===== src/rtl/alu_pkg.sv =====
// Shared ALU definitions: operation-select encodings used by the datapath and its bench.
package alu_pkg;

  localparam int unsigned ALU_OP_W = 2;

  localparam logic [ALU_OP_W-1:0] ALU_ADD = 2'b00;
  localparam logic [ALU_OP_W-1:0] ALU_SUB = 2'b01;
  localparam logic [ALU_OP_W-1:0] ALU_AND = 2'b10;
  localparam logic [ALU_OP_W-1:0] ALU_NOT = 2'b11;

endpackage : alu_pkg


===== src/rtl/alu_comb.sv =====
// Combinational ALU datapath: operation mux plus zero detect, no state.
module alu_comb
  import alu_pkg::*;
#(
  parameter int unsigned N = 16
) (
  input  logic [N-1:0]        a_in,
  input  logic [N-1:0]        b_in,
  input  logic [ALU_OP_W-1:0] alu_op,
  output logic [N-1:0]        result,
  output logic                zero
);

  // Carry and borrow fall off the top; every select value has a defined result.
  always_comb begin
    result = '0;
    unique case (alu_op)
      ALU_ADD: result = a_in + b_in;
      ALU_SUB: result = a_in - b_in;
      ALU_AND: result = a_in & b_in;
      ALU_NOT: result = ~b_in;
      default: result = '0;
    endcase
  end

  assign zero = (result == '0);

endmodule : alu_comb


===== src/rtl/alu_unit.sv =====
// Registered ALU: one-cycle latency result and zero flag with synchronous active-low reset.
module alu_unit
  import alu_pkg::*;
#(
  parameter int unsigned N = 16
) (
  input  logic                clk,
  input  logic                rst_n,
  input  logic [N-1:0]        Ain,
  input  logic [N-1:0]        Bin,
  input  logic [ALU_OP_W-1:0] ALUop,
  output logic [N-1:0]        path_to_C,
  output logic                path_to_status
);

  logic [N-1:0] result_d;
  logic [N-1:0] result_q;
  logic         zero_d;
  logic         zero_q;

  alu_comb #(
    .N (N)
  ) u_alu_comb (
    .a_in   (Ain),
    .b_in   (Bin),
    .alu_op (ALUop),
    .result (result_d),
    .zero   (zero_d)
  );

  // Reset loads a zero result, so the flag resets to 1 to stay consistent with it.
  always_ff @(posedge clk) begin
    if (!rst_n) begin
      result_q <= '0;
      zero_q   <= 1'b1;
    end else begin
      result_q <= result_d;
      zero_q   <= zero_d;
    end
  end

  assign path_to_C      = result_q;
  assign path_to_status = zero_q;

endmodule : alu_unit


===== config.mk =====
export PLATFORM = sky130hd
export DESIGN_NAME = alu_unit
export DESIGN_NICKNAME = d
export VERILOG_FILES = /design/src/rtl/alu_pkg.sv /design/src/rtl/alu_comb.sv /design/src/rtl/alu_unit.sv
export SDC_FILE = /design/constraint.sdc
export NUM_CORES = 1
export LEC_CHECK = 0
export BUFFER_PORTS_ARGS = -buffer_cell sky130_fd_sc_hd__buf_2
export CAP_MARGIN = 20
export CORE_MARGIN = 4
export CORE_UTILIZATION = 50
export DETAILED_ROUTE_END_ITERATION = 8
export GPL_TIMING_DRIVEN = 0
export PLACE_DENSITY = 0.75
export SYNTH_ARGS = -nofsm -noshare
export SYNTH_HDL_FRONTEND = slang
export SYNTH_HIERARCHICAL = 1
export SYNTH_SLANG_ARGS = --single-unit

===== constraint.sdc =====
create_clock -name clk -period 4.8 [get_ports clk]
set_input_delay 0.96 -clock clk [delete_from_list [all_inputs] [get_ports clk]]
set_output_delay 0.96 -clock clk [all_outputs]
set_load 0.005 [all_outputs]

==> impl_metrics.yaml <==
outcome:
  status: "completed"
placement:
  dp_hpwl_um: 4820
  dp_cells: 389
  gp_congestion: 0.935
  post-place-ws_ns: -0.165
  io_buffer_count: 51
  place_area_um2: 2510
grt:
  grt_usage_pct: 21.6
  overflow: 0
  grt_max_degree: 11
  grt_pass1_vias: 2091
  antenna_found_initial: 0
  grt_pass1_wl_um: 9420
worst_setup_path:
  cpPeakStageDelay_ns: 0.56
  crit_path_max_fanout: 8
  required_ns: 4.99
  worstPathArrival_ns: 4.75
  worstSetupEndpointType: "flop"
  start_kind: "input pin"
  crit_type: "in -> reg"
  crit_slowest_cell: "or4_4"
  path_cells: "buf_2 -> or4_4 -> and4b_2 -> nor2_1 -> xnor2_1 -> ha_1 -> and2_1 -> a221o_1 -> a31oi_2 -> o211a_1 -> nor3_1 -> a221oi_2 -> o221ai_2 -> a2111oi_2 -> nand2b_1"
  crit_family: "compound AO/OA/AOI/OAI gates"
  critPathBufInv: 1
clock_network:
  clk_pin_slew_ns: 0.06
  clkSinkCount: 17
  cts_inserted_buffers: 3
  cts-root-buf: "clkbuf_8"
  htreeDepth: 1
  cts.path.max_buffers: 2
  cts_tree: "built"
  ctsHoldBuffers: 0
power:
  p_switching_uw: 225
  p_int_uw: 357
  switching_share_pct: 38.6
  pwr-share-clk_pct: 16.9
  power_frac_comb_pct: 55.5
  power_leakage_uw: 0.00116
  p_seq_share_pct: 27.6
  powerDensity_nw_per_um2: 226
  peakVddDrop_uv: 110
die:
  core-area_um2: 4120
  ios: 53
  die_x_um: 74.2
  start_util_pct: 53.2
  rows: 23
  fp.dieArea_um2: 5500
  die-height_um: 74.2
yosys:
  synth.distinct_cells: 59
  synth_commonest_cells: "23 x o21ai_0, 19 x nand2_1, 17 x dfxtp_1, 17 x ha_1, 17 x nand3_1"
  syn_avg_cell_area_um2: 7.60
  synth.largest_area_cell: "dfxtp_1"
  async_reset_ff_share_pct: 0
  synth_edf_count: 0
  syn_area_um2: 2190
  synth_warnings: 6
  synthCells: 288
  ys_top_cells_by_area: "dfxtp_1 16%, ha_1 9.7%, o21ai_0 5.3%, xor2_1 4.8%, and2_2 4.1%"
  synth_nets: 342
  ys.flop_type: "dfxtp_1"
  synth.most_common_cell: "o21ai_0"
  synth.ff_latch_count: 17
  synth-seq-area-share_pct: 15.6
  synth_top_area_share_pct: 15.6
cells_and_area:
  final_cells: 393
  n_antenna_cell: 0
  final_area_um2: 2570
  syn2layout_area_growth_pct: 17.5
  final_core_util_pct: 62.5
  nets: 398
  drive_above_1_share_pct: 25.4
drt:
  vias: 2337
  via_per_inst: 5.95
  routed_wirelength_um: 5880
  drtPass1Iterations: 4
  ant_nets: 0
  wl_per_cell_um: 15.0
  drt-initial-drc-count: 163
  drcViolationCount: 0
sta:
  rsz0062_at_grt: "no"
  setup_violations: 0
  worstMarginPinSlew_ns: 0.493
  fmax_mhz: 219
  slew_headroom_pct: 67.1
  layout_setup_ws_ns: 0.241
  hold_violations: 0
  period_minus_slack_ns: 4.56
  period_share_pct: 95.0
  maxSlewViolCount: 0
worst_hold_path:
  holdCritPathClass: "in -> reg"
flow_run:
  cap_violations: 0
[flip-flops by register name, indices dropped and copies added (netlist names)]
| signal | count |
|---|---|
| path_to_C | 16 |
| path_to_status | 1 |
[stage by stage]
| step | TNS (ns) | power (uW) | hold slack [ns] |
|---|---|---|---|
| 2_1_floorplan | 0 | 388 | 1.03 |
| 3_3_place_gp | -0.156 | 472 | 1.22 |
| 3_5_place_dp | -0.165 | 477 | 1.24 |
| 4_1_cts | 0 | 577 | 0.982 |
| 5_1_grt | 0 | 629 | 0.994 |
| 6_report | 0 | 581 | 0.979 |
[what timing repair did]
action / 4_1_cts / 5_1_grt
gates resized for setup: 0 / 12
buffers inserted: 0 / 0
setup endpoints to repair: 0 / 2
[layout by cell type, fill, tap and decap left out, types with 6 or more instances in the layout]
cell	instances
nand3_1	17
and2_2	12
nand2_1	19
ha_1	17
inv_1	10
o31ai_1	6
dfxtp_1	17
nor3_1	9
o21ai_0	22
nor2b_1	7
and2_1	6
clkbuf_1	6
xor2_1	12
a21oi_1	16
buf_2	53
xnor2_1	8
nor2_1	15
[final cells by class]
cell class	count	area, um2
buffer	11	53.8
clock buffer	3	41.3
clock inverter	1	5.00
fill	393	1540
inverter	11	41.3
multi-input combinational	249	1770
sequential	17	340
tap	50	62.6
timing repair buffer	51	255
[power groups by stage]
stage          registers (uW)  logic [uW]  clock network (uW)
6_report                  160         323                98.1
3_3_place_gp              163         308                   0
3_5_place_dp              164         313                   0
2_1_floorplan             167         221                   0
5_1_grt                   162         360                 107
4_1_cts                   160         314                 102
[per-layer routing]
metal	part of all wire (%)	vias up	GRT usage [%]	routed length [um]
li1	-	1192	-	-
met1	45	1051	28.0	2670
met2	46	86	37.4	2690
met3	7.6	8	1.76	450
met4	1.3	0	7.44	74
met5	0	-	0	0
[logic make-up (layout without fill, tap and decap cells)]
group	after synthesis	in the layout	share of synthesized area, %
buffers and inverters	22	77	4.17
and+or+nand+nor	118	118	30.5
AOI/OAI and AO/OA	91	91	30.2
xor gates and xnor gates	20	20	8.00
muxes	2	2	0.972
DFF	17	17	15.6
adders and majority gates	18	18	10.6
[path summary, 6_finish.rpt]
check,startpoint,to,slack (ns),depth (start not counted)
worst min-delay path,rst_n,path_to_status,0.98,2
worst max-delay path,Bin[8],path_to_status,0.24,15
Power figures use the tool's default switching activity.
